===== src/rtl/vga_capture.sv =====
// vga_capture: measures incoming VGA timing, tracks lock, and on request
// copies a fixed 256x256 window of one frame into an external frame RAM.
//
// Ports
//   clk        : pixel clock (single clock domain)
//   rst        : synchronous, active-high reset
//   vga_hs     : incoming horizontal sync (asserted level = SYNC_POL)
//   vga_vs     : incoming vertical sync (asserted level = SYNC_POL)
//   vga_rgb    : incoming 8-bit pixel
//   capture_en : one-cycle request to capture the next locked frame window
//   wr_en      : frame-RAM write strobe
//   wr_addr    : frame-RAM address {row[7:0], col[7:0]}
//   wr_data    : pixel written
//   busy       : capture in progress (ARM, CAPT or FIN)
//   done       : one-cycle pulse when the window has been fully written
//   err        : one-cycle pulse when a capture is aborted
//   locked     : timing stable over a whole frame
//   h_total    : measured clocks per line
//   v_total    : measured lines per frame
module vga_capture #(
    parameter int   H_SYNC   = 128,
    parameter int   H_BP     = 88,
    parameter int   V_SYNC   = 4,
    parameter int   V_BP     = 23,
    parameter int   WIN_X    = 272,
    parameter int   WIN_Y    = 172,
    parameter logic SYNC_POL = 1'b1
) (
    input  logic        clk,
    input  logic        rst,
    input  logic        vga_hs,
    input  logic        vga_vs,
    input  logic [7:0]  vga_rgb,
    input  logic        capture_en,
    output logic        wr_en,
    output logic [15:0] wr_addr,
    output logic [7:0]  wr_data,
    output logic        busy,
    output logic        done,
    output logic        err,
    output logic        locked,
    output logic [10:0] h_total,
    output logic [9:0]  v_total
);

    typedef enum logic [1:0] {IDLE, ARM, CAPT, FIN} state_t;

    // Window bounds expressed directly in raw counter space (sync + porch + offset).
    localparam logic [11:0] H_LO  = 12'(H_SYNC + H_BP + WIN_X);
    localparam logic [11:0] H_HI  = 12'(H_SYNC + H_BP + WIN_X + 256);
    localparam logic [10:0] V_LO  = 11'(V_SYNC + V_BP + WIN_Y);
    localparam logic [10:0] V_HI  = 11'(V_SYNC + V_BP + WIN_Y + 256);
    localparam logic [7:0]  H_LO8 = 8'(H_SYNC + H_BP + WIN_X);
    localparam logic [7:0]  V_LO8 = 8'(V_SYNC + V_BP + WIN_Y);

    function automatic logic [10:0] inc_sat11(input logic [10:0] v);
        return (v == 11'h7FF) ? v : v + 11'd1;
    endfunction

    function automatic logic [9:0] inc_sat10(input logic [9:0] v);
        return (v == 10'h3FF) ? v : v + 10'd1;
    endfunction

    logic        hs_q, vs_q, hs_prev_q, vs_prev_q;
    logic [7:0]  rgb_q;
    logic [10:0] hcnt_q, h_total_q;
    logic [9:0]  vcnt_q, v_total_q;
    logic        frame_ok_q, locked_q;
    logic [1:0]  seen_q;
    state_t      state_q;
    logic        wr_en_q, busy_q, done_q, err_q;
    logic [15:0] wr_addr_q;
    logic [7:0]  wr_data_q;

    logic        hs_start, vs_start, h_ok, v_ok, in_win, locked_d;
    logic [10:0] ht_new, px;
    logic [9:0]  vt_new, py;
    logic [7:0]  row8, col8;

    assign hs_start = (hs_q == SYNC_POL) && (hs_prev_q != SYNC_POL);
    assign vs_start = (vs_q == SYNC_POL) && (vs_prev_q != SYNC_POL);

    always_comb begin
        ht_new = inc_sat11(hcnt_q);
        vt_new = inc_sat10(vcnt_q);
        h_ok   = (ht_new == h_total_q);
        v_ok   = (vt_new == v_total_q);
        // Position of the pixel now in rgb_q: the counters only reach this
        // value at the coming edge, so use their next-state values.
        px     = hs_start ? 11'd0 : ht_new;
        py     = vs_start ? 10'd0 : (hs_start ? vt_new : vcnt_q);
        in_win = ({1'b0, px} >= H_LO) && ({1'b0, px} < H_HI) &&
                 ({1'b0, py} >= V_LO) && ({1'b0, py} < V_HI);
        row8   = py[7:0] - V_LO8;
        col8   = px[7:0] - H_LO8;
        // Lock is decided at frame end: two full frames seen, every line of the
        // ending frame (including the one closing now) matched its predecessor.
        locked_d = locked_q;
        if (vs_start) begin
            locked_d = (seen_q == 2'd2) && frame_ok_q && v_ok && (!hs_start || h_ok);
        end else if (hs_start && !h_ok) begin
            locked_d = 1'b0;
        end
    end

    // stage 0: input registers, timing measurement and lock tracking
    always_ff @(posedge clk) begin
        if (rst) begin
            hs_q       <= 1'b0;
            vs_q       <= 1'b0;
            hs_prev_q  <= 1'b0;
            vs_prev_q  <= 1'b0;
            rgb_q      <= 8'd0;
            hcnt_q     <= 11'd0;
            vcnt_q     <= 10'd0;
            h_total_q  <= 11'd0;
            v_total_q  <= 10'd0;
            frame_ok_q <= 1'b0;
            seen_q     <= 2'd0;
            locked_q   <= 1'b0;
        end else begin
            hs_q      <= vga_hs;
            vs_q      <= vga_vs;
            hs_prev_q <= hs_q;
            vs_prev_q <= vs_q;
            rgb_q     <= vga_rgb;
            if (hs_start) begin
                hcnt_q    <= 11'd0;
                h_total_q <= ht_new;
            end else begin
                hcnt_q <= ht_new;
            end
            if (vs_start) begin
                vcnt_q    <= 10'd0;
                v_total_q <= vt_new;
            end else if (hs_start) begin
                vcnt_q <= vt_new;
            end
            if (vs_start) begin
                frame_ok_q <= 1'b1;
                if (seen_q != 2'd2) seen_q <= seen_q + 2'd1;
            end else if (hs_start && !h_ok) begin
                frame_ok_q <= 1'b0;
            end
            locked_q <= locked_d;
        end
    end

    // stage 1: capture FSM with registered write port and status
    always_ff @(posedge clk) begin
        if (rst) begin
            state_q   <= IDLE;
            wr_en_q   <= 1'b0;
            wr_addr_q <= 16'd0;
            wr_data_q <= 8'd0;
            busy_q    <= 1'b0;
            done_q    <= 1'b0;
            err_q     <= 1'b0;
        end else begin
            wr_en_q <= 1'b0;
            done_q  <= 1'b0;
            err_q   <= 1'b0;
            case (state_q)
                IDLE: begin
                    if (capture_en) begin
                        state_q <= ARM;
                        busy_q  <= 1'b1;
                    end
                end
                ARM: begin
                    if (vs_start && locked_q) state_q <= CAPT;
                end
                CAPT: begin
                    // Abort on the same edge that drops lock, before any further write.
                    if (vs_start || !locked_d) begin
                        state_q <= IDLE;
                        busy_q  <= 1'b0;
                        err_q   <= 1'b1;
                    end else if (in_win) begin
                        wr_en_q   <= 1'b1;
                        wr_addr_q <= {row8, col8};
                        wr_data_q <= rgb_q;
                        if ({row8, col8} == 16'hFFFF) begin
                            state_q <= FIN;
                            done_q  <= 1'b1;
                        end
                    end
                end
                FIN: begin
                    state_q <= IDLE;
                    busy_q  <= 1'b0;
                end
                default: state_q <= IDLE;
            endcase
        end
    end

    assign wr_en   = wr_en_q;
    assign wr_addr = wr_addr_q;
    assign wr_data = wr_data_q;
    assign busy    = busy_q;
    assign done    = done_q;
    assign err     = err_q;
    assign locked  = locked_q;
    assign h_total = h_total_q;
    assign v_total = v_total_q;

endmodule


===== config.mk =====
export PLATFORM = sky130hd
export DESIGN_NAME = vga_capture
export DESIGN_NICKNAME = d
export VERILOG_FILES = /design/src/rtl/vga_capture.sv
export SDC_FILE = /design/constraint.sdc
export NUM_CORES = 1
export LEC_CHECK = 0
export CORE_AREA = 2 2 99 101
export CTS_CLUSTER_DIAMETER = 80
export DETAILED_ROUTE_END_ITERATION = 10
export DIE_AREA = 0 0 101 103
export GPL_ROUTABILITY_DRIVEN = 0
export GPL_TIMING_DRIVEN = 0
export PLACE_DENSITY = 0.84
export RECOVER_POWER = 50
export SYNTH_ARGS = -nofsm -noshare
export SYNTH_HDL_FRONTEND = slang
export SYNTH_SLANG_ARGS = --single-unit

===== constraint.sdc =====
create_clock -name clk -period 3.3 [get_ports clk]
set_clock_uncertainty 0.15 [all_clocks]
set_input_delay 0.33 -clock clk [delete_from_list [all_inputs] [get_ports clk]]
set_output_delay 0.33 -clock clk [all_outputs]
set_load 0.05 [all_outputs]

---- Yosys cells after proc, flatten, opt, wreduce, memory -nomap -nowiden ----
Cells that the tools add are included.
W data, S select, Z words.
word-level totals
  register bits ........................... 88
  latch bits .............................. 0
  bits in writable memories ............... 0
  memory bits (read-only) ................. 0
  input port bits ......................... 13
  output and inout bits ................... 50
  logic and storage cells ................. 94
  memories ................................ 0
operators by class
  add/subtract/negate cells ............... 5
  multiply operators ...................... 0
  divide/modulo/power cells ............... 0
  order comparisons ....................... 4
  eq/ne operators ......................... 15
  shift-type cells ........................ 0
  multiplexer cells ....................... 21
  bitwise gates (word level) .............. 5
  reduce and logical (&&, ||, !) cells .... 25
operators with widths
  operator                 number
  $mux W10                 3
  $mux W11                 2
  $eq A16 B16 Y1 const B   1
  $sub A8 B8 Y8 const B    2
  $add A11 B1 Y11 const B  1
  $eq A11 B11 Y1           1
  $eq A11 B11 Y1 const B   1
  $ge A11 B9 Y1 const B    1
  $lt A11 B10 Y1 const B   1
  $add A10 B1 Y10 const B  1
  $eq A10 B10 Y1           1
  $eq A10 B10 Y1 const B   1
  $ge A10 B8 Y1 const B    1
  $logic_and A1 B1 Y1      10
  $lt A10 B9 Y1 const B    1
  $mux W2                  5
  $mux W1                  9
  $ne A2 B2 Y1 const B     4
  $pmux W2 S4              1
  $eq A2 B2 Y1 const B     3
  $ne A3 B3 Y1 const B     2
  $reduce_and A3 Y1        2
  $not A1 Y1               5
  $reduce_and A4 Y1        1
  12 further kinds         15

---- Longest topological paths before layout ----
Gate-level depths: netlist (run 1).
  depth after elaboration ................. 11
  mapped depth ............................ 13
  depth with buffers taken out ............ 12

---- Worst setup path before layout (run 1) ----
No wires, ideal clock.
  kind .................................... register to register
  start ................................... register vcnt_q[1]
  end ..................................... register wr_addr_q[11], in the netlist wr_addr[11]
  setup time .............................. 0.070 ns
  data arrival time ....................... 2.906 ns
  required time ........................... 3.080 ns
  setup slack ............................. 0.174 ns
  stages on the path, launching flop included .. 14
  path buffers ............................ 1
  cells stage by stage .................... dfxtp_1 > ha_1 > nand2_1 > o31a_1 > xor2_1 > nand2_1 > inv_1 > ha_1 > a211oi_2 > a21oi_4 > xnor2_1 > clkbuf_1 > or3_1 > a21oi_1
between the ends
  elaborated cells between the ends (all ways) .. 18
  classes of those cells .................. 2 x add/sub; 2 x order compare; 2 x eq/ne; 4 x mux; 1 x bitwise; 7 x reduce/logical
RTL lines
  element                      line  RTL
  start: declaration           67    logic [9:0] vcnt_q, v_total_q;
  start signal: assignment     137   vcnt_q <= vt_new;
  $eq A10 B10 Y1 (*)           61    return (v == 10'h3FF) ? v : v + 10'd1;
  $mux W10 (*)                 61
  $mux W10 (*) (2 in a row)    -
  net py[0]                    77    logic [9:0] vt_new, py;
  $ge A10 B8 Y1                93    ({1'b0, py} >= V_LO) && ({1'b0, py} < V_HI);
  $logic_and A1 B1 Y1          92    in_win = ({1'b0, px} >= H_LO) && ({1'b0, px} < H_HI) &&
  $logic_and A1 B1 Y1          93
  $reduce_and A3 Y1 (no line)  -
  end signal: assignment       181   wr_addr_q <= {row8, col8};
  end: declaration             72    logic [15:0] wr_addr_q;
The timed path passes the listed nets; every way through them passes the cells marked *.
A chain may end at the register's enable or synchronous reset.

---- Worst setup path after layout (run 1) ----
  start ................................... register vcnt_q[7]
  end ..................................... register wr_addr_q[11], in the netlist wr_addr[11]
The elaborated chain is that of the path after synthesis.

==> impl_metrics.tcl, run 1 <==
set metrics [dict create \
    final_nets 641 \
    clockBufferDepth 2 \
    area_growth_pct 25.0 \
    drt_iter0_drc 347 \
    drv_cap 0 \
    mostFrequentLayoutCell "dfxtp_1" \
    yosys_warnings 0 \
    numCtsBuffers 9 \
    worstPathRequired_ps 3450 \
    worstSetupEndpointType "register" \
    cts.sink_count 88 \
    ys_ff_latch 88 \
    critPathLaunchType "register" \
    finalWirelength_um 12600 \
    tritoncts "done" \
    antenna_found_initial 0 \
    rows 36 \
    pin_count 63 \
    finalCriticalPeriod_ps 3220 \
    syn_area_um2 4550 \
    die_x_um 101 \
    grt_max_degree 17 \
    whs_ps 308 \
    worst_pin_slew_ps 755 \
    hold_path_class "reg2reg" \
    first_global_vias 4149 \
    r2r_end "wr_addr[11]" \
    cts_root_buf "clkbuf_8" \
    hpwl_um 9060 \
    wl_per_cell_um 17.0 \
    diodes 0 \
    grt_pass1_wl_um 19800 \
    dr.pass1.iters 5 \
    ir_worst_vdd_mv 0.177 \
    avgViaCountPerCell 5.95 \
    synth.distinct_cells 64 \
    slew_violations 0 \
    clkTransAtPathRegs_ps 100 \
    ff2ff_setup_slack_ps 80 \
    cp-endpoint "wr_addr[11]" \
    clock.fmax_ghz 0.311 \
    layout_common_cells "dfxtp_1 (85), clkdlybuf4s50_1 (61), a21oi_1 (52)" \
    r2r-start "vcnt_q[7]" \
    fin_cells 741 \
    dieArea_um2 10400 \
    ant_nets 0 \
    total_leakage_power_nw 1.99 \
    dpl_cell_area_um2 5300 \
    p_per_area_nw_per_um2 380 \
    dieHeight_um 103 \
    ff2ff_path_depth 13 \
    synthCells 542 \
    synth_ff_type "dfxtp_1" \
    syn_nets 561 \
    ys_seq_area_share_pct 38.7 \
    vias 4409 \
    slew_headroom_pct 49.5 \
    final_min_period_over_clock_period_pct 97.5 \
    synth_edf_count 0 \
    grt_remaining_overflow 0 \
    grt_usage_pct 23.9 \
    fin_area_um2 5680 \
    cts_max_level 3 \
    synth.avg_cell_area_um2 8.39 \
    setup_viol 0 \
    clock_latency_ps 360 \
    final_hold_viol_count 0 \
    cp.arrival_ps 3370 \
    port_buffers 61 \
    critPathKind "reg2reg" \
    async_flop_share_pct 0 \
    core_um2 9460 \
    drt_drc_violations_left 0 \
    layout-drive-gt1-share_pct 12.6 \
    status "complete, no violations" \
    crit_start "vcnt_q[7]" \
    critPathMaxFanout 10 \
    dp_cells 717 \
    initial_core_util_pct 48.1 \
]
==> repair_timing <==
item | 4_1_cts | 5_1_grt
setup buffers | 2 | 6
resized for setup | 14 | 22
endpoints found under the setup margin | 27 | 28
hold buffers | 0 | 0
pin swaps | 3 | 6
cloned | 0 | 0
==> cell usage after synthesis (all sizes together), types with 2 or more instances <==
cell type,n,share of area (%)
o211ai,5,0.83
buf,19,2.5
and4,5,0.96
mux2i,6,1.3
a211oi,8,1.5
nor2b,22,3.0
o21ai,29,3.2
o21a,3,0.50
a31oi,9,1.2
a21boi,3,0.50
nor3b,4,0.66
nor4,8,1.1
a21oi,53,6.1
and2,4,0.55
o31a,4,0.77
nand4,10,1.4
nand2,42,3.5
and3,8,1.1
clkbuf,21,1.7
xor2,20,3.9
a211o,3,0.58
xnor2,18,3.5
a21o,2,0.33
mux2,5,1.2
o32ai,2,0.39
a2bb2oi,2,0.39
nor2,48,4.0
nor3,17,2.3
a311oi,6,1.5
or3,6,0.83
dfxtp,88,39
nand4b,2,0.39
nand3,26,3.1
ha,6,1.7
inv,4,0.33
nand2b,8,1.1
==> cell type report <==
type	instances	area, um^2
buffer	40	208
multi-input combinational	410	2660
inverter	4	15.0
tap	114	143
clock inverter	7	101
sequential	88	1770
timing repair buffer	69	671
fill	837	3770
clock buffer	9	124
==> state kept, by name (all words and copies together), names as in the netlist <==
name / flops
wr_addr: 16
v_total: 10
rgb_q: 8
busy: 1
seen_q: 2
hs_prev_q: 1
hcnt_q: 11
vcnt_q: 10
state_q: 2
h_total: 11
err: 1
done: 1
wr_data: 8
wr_en: 1
frame_ok_q: 1
vs_q: 1
hs_q: 1
vs_prev_q: 1
locked: 1
==> through the flow <==
stage                     setup slack, ps  setup TNS [ps]  power [mW]  utilization, %
after floorplan                       174               0        1.25               -
after global placement               -234           -4870        1.32            56.0
after detailed placement             -350           -8040        1.32            56.0
after CTS                            5.18               0        2.16            59.0
after global routing                -21.1           -40.9        2.23            60.1
final                                82.1               0        2.16            60.1
==> worst max-delay path, cell delays in order (launching register included) <==
cell and delay [ps]:
dfxtp_1 320, buf_2 180, nand3_2 160, o31a_1 380
xor2_1 180, nand2_2 160, inv_1 70, ha_2 220
a211oi_4 290, a21oi_4 110, xnor2_2 200, clkbuf_4 220
or3_1 360, a21oi_1 150
==> how the worst min path moves through the flow <==
stage / cells past startpoint / startpoint / end
after floorplan: 2 / rgb_q[0] / wr_data[0]
after global placement: 2 / rgb_q[1] / wr_data[1]
after detailed placement: 2 / rgb_q[0] / wr_data[0]
after CTS: 2 / rgb_q[0] / wr_data[0]
after global routing: 2 / rgb_q[3] / wr_data[3]
final: 2 / rgb_q[0] / wr_data[0]
==> metal layers <==
layer  routed length, um  track usage [%]  up-vias
met2                6200             41.3      201
met1                5340             30.1     2091
met5                   0                0        -
li1                    -                -     2098
met3                 865             4.54       19
met4                 221             7.80        0
==> cells by family after synthesis <==
| group | count (synthesis) | share of synthesized area (%) |
|---|---|---|
| compound gates | 140 | 20.4 |
| buf+inv | 44 | 4.54 |
| mux | 11 | 2.56 |
| simple gates | 215 | 24.8 |
| fa+ha+maj | 6 | 1.65 |
| xor+xnor | 38 | 7.32 |
| flops | 88 | 38.7 |
==> power breakdown <==
part	internal, mW	switching (mW)
clock	0.436	0.421
combinational	0.0748	0.126
sequential	1.08	0.0198
total	1.60	0.567
No activity file was read; power rests on OpenSTA's default activity.
==> run 2: changes to the inputs <==
--- a/config.mk
+++ b/config.mk
@@ -11,7 +11,7 @@
 export DIE_AREA = 0 0 101 103
 export GPL_ROUTABILITY_DRIVEN = 0
 export GPL_TIMING_DRIVEN = 0
-export PLACE_DENSITY = 0.84
+export PLACE_DENSITY = 0.81
 export RECOVER_POWER = 50
 export SYNTH_ARGS = -nofsm -noshare
 export SYNTH_HDL_FRONTEND = slang
==> constraint.sdc (replaced) <==
create_clock -name clk -period 3.2 [get_ports clk]
set_clock_uncertainty 0.15 [all_clocks]
set_input_delay 0.32 -clock clk [delete_from_list [all_inputs] [get_ports clk]]
set_output_delay 0.32 -clock clk [all_outputs]
set_load 0.05 [all_outputs]
==> impl_metrics.tcl, run 2 (same netlist as run 1, synthesis figures left out) <==
set metrics [dict create \
    status "complete, no violations" \
    max_stage_delay_ps 400 \
    slew_headroom_pct 55.9 \
    p_per_area_nw_per_um2 386 \
    drt_drc_violations_left 0 \
    numCtsBuffers 9 \
    first_global_vias 4129 \
    hpwl_um 9030 \
    port_buffers 61 \
    total_leakage_power_nw 2.02 \
    cts_max_level 3 \
    grt.busiest_layer "met2" \
    layout-drive-gt1-share_pct 14.6 \
    met3_usage_pct 3.53 \
    setup_viol 0 \
    area_growth_pct 27.0 \
    gr-usage-met1_pct 30.2 \
    fillerInstances 798 \
    cp.arrival_ps 3260 \
    ir_worst_vdd_mv 0.267 \
    clkTransAtPathRegs_ps 90 \
    initial_core_util_pct 48.1 \
    final_nets 643 \
    grt_remaining_overflow 0 \
    worst_pin_slew_ps 661 \
    slowest_stage "dfxtp_4" \
    cts.sink_count 88 \
    mostFrequentLayoutCell "dfxtp_1" \
    final_hold_viol_count 0 \
    vias 4434 \
    antenna_found_initial 0 \
    final_min_period_over_clock_period_pct 97.9 \
    drv_cap 0 \
    power_mw 2.23 \
    die_x_um 101 \
    dieArea_um2 10400 \
    worstSetupEndpointType "register" \
    clock.fmax_ghz 0.319 \
    wl_per_cell_um 17.0 \
    critPathMaxFanout 10 \
    drt_iter0_drc 351 \
    dieHeight_um 103 \
    critPathKind "reg2reg" \
    pin_count 63 \
    dp_cells 717 \
    dr.pass1.iters 5 \
    cp_cell_sequence "ha_4 > nand2_2 > o31a_1 > buf_4 > buf_4 > a311oi_4 > a211oi_4 > a21oi_4 > xor2_2 > buf_4 > nand3_1 > nor3_2" \
    critPathLaunchType "register" \
    layout_common_cells "dfxtp_1 (83), clkdlybuf4s50_1 (61), a21oi_1 (52)" \
    finalCriticalPeriod_ps 3130 \
    grt_pass1_wl_um 19900 \
    tritoncts "done" \
    finalWirelength_um 12700 \
    rows 36 \
    clockBufferDepth 2 \
    crit_top_cell "buf_4" \
    use_met2_pct 41.8 \
    hold_path_class "reg2reg" \
    core_um2 9460 \
    worstPathRequired_ps 3320 \
    largest_reg_flops 16 \
    fin_cells 743 \
    ant_nets 0 \
    grt_usage_pct 24.1 \
    slew_violations 0 \
    diodes 0 \
    clock_latency_ps 370 \
    avgViaCountPerCell 5.97 \
    grt_max_degree 16 \
    cts_root_buf "clkbuf_8" \
    holdBufCountCts 0 \
]
[run 2: timing repair]
action,CTS,global route
buffers inserted,5,5
pin swaps,5,8
gates resized for setup,21,32
setup endpoints to repair,27,28
[run 2: per-layer routing]
| metal | vias up | routed length [um] | share of wire, % |
|---|---|---|---|
| li1 | 2103 | - | - |
| met1 | 2108 | 5230 | 41 |
| met2 | 185 | 6120 | 48 |
| met3 | 38 | 890 | 7.0 |
| met4 | 0 | 418 | 3.3 |
| met5 | - | 0 | 0 |
[run 2: final timing paths]
kind | from | endpoint | slack, ps | cells past startpoint
max reg2reg | vcnt_q[1] | done | 70 | 12
min | rgb_q[3] | wr_data[3] | 310 | 2
min reg2reg | rgb_q[3] | wr_data[3] | 310 | 2
max | vcnt_q[1] | done | 70 | 12
[run 2: metrics by stage]
step / area, um^2 / hold WS (ps) / utilization (%) / TNS [ps] / worst slack, ps
after floorplan: 4550 / 283 / - / 0 / 73.8
after global placement: 5300 / 289 / 56.0 / -7720 / -344
after detailed placement: 5300 / 301 / 56.0 / -10940 / -457
after CTS: 5630 / 310 / 59.6 / 0 / 8.51
after global routing: 5770 / 322 / 61.0 / -60.4 / -22.0
final: 5770 / 309 / 61.0 / 0 / 68.0
[run 2: layout make-up]
class | instances | area, um^2 | share of cell area [%]
Clock buffer | 10 | 138 | 2.38
Buffer | 40 | 211 | 3.66
Sequential cell | 88 | 1770 | 30.7
Multi-Input combinational cell | 410 | 2720 | 47.0
Inverter | 4 | 15.0 | 0.260
Timing Repair Buffer | 71 | 686 | 11.9
Clock inverter | 6 | 92.6 | 1.60
Tap cell | 114 | 143 | 2.47
[run 2: critical path: cells and delay by family, from the launching register on]
kind                     cells  cell delay [ps]
AND/OR/NAND/NOR              3              440
buffers and inverters        3              540
AO/OA/AOI/OAI                4             1070
adder cells (fa/ha/maj)      1              170
XOR/XNOR                     1              280
flip-flops                   1              400
[run 2: where the power goes]
part	switching (mW)	internal, mW
logic	0.132	0.0798
registers	0.0214	1.12
clock network	0.415	0.463
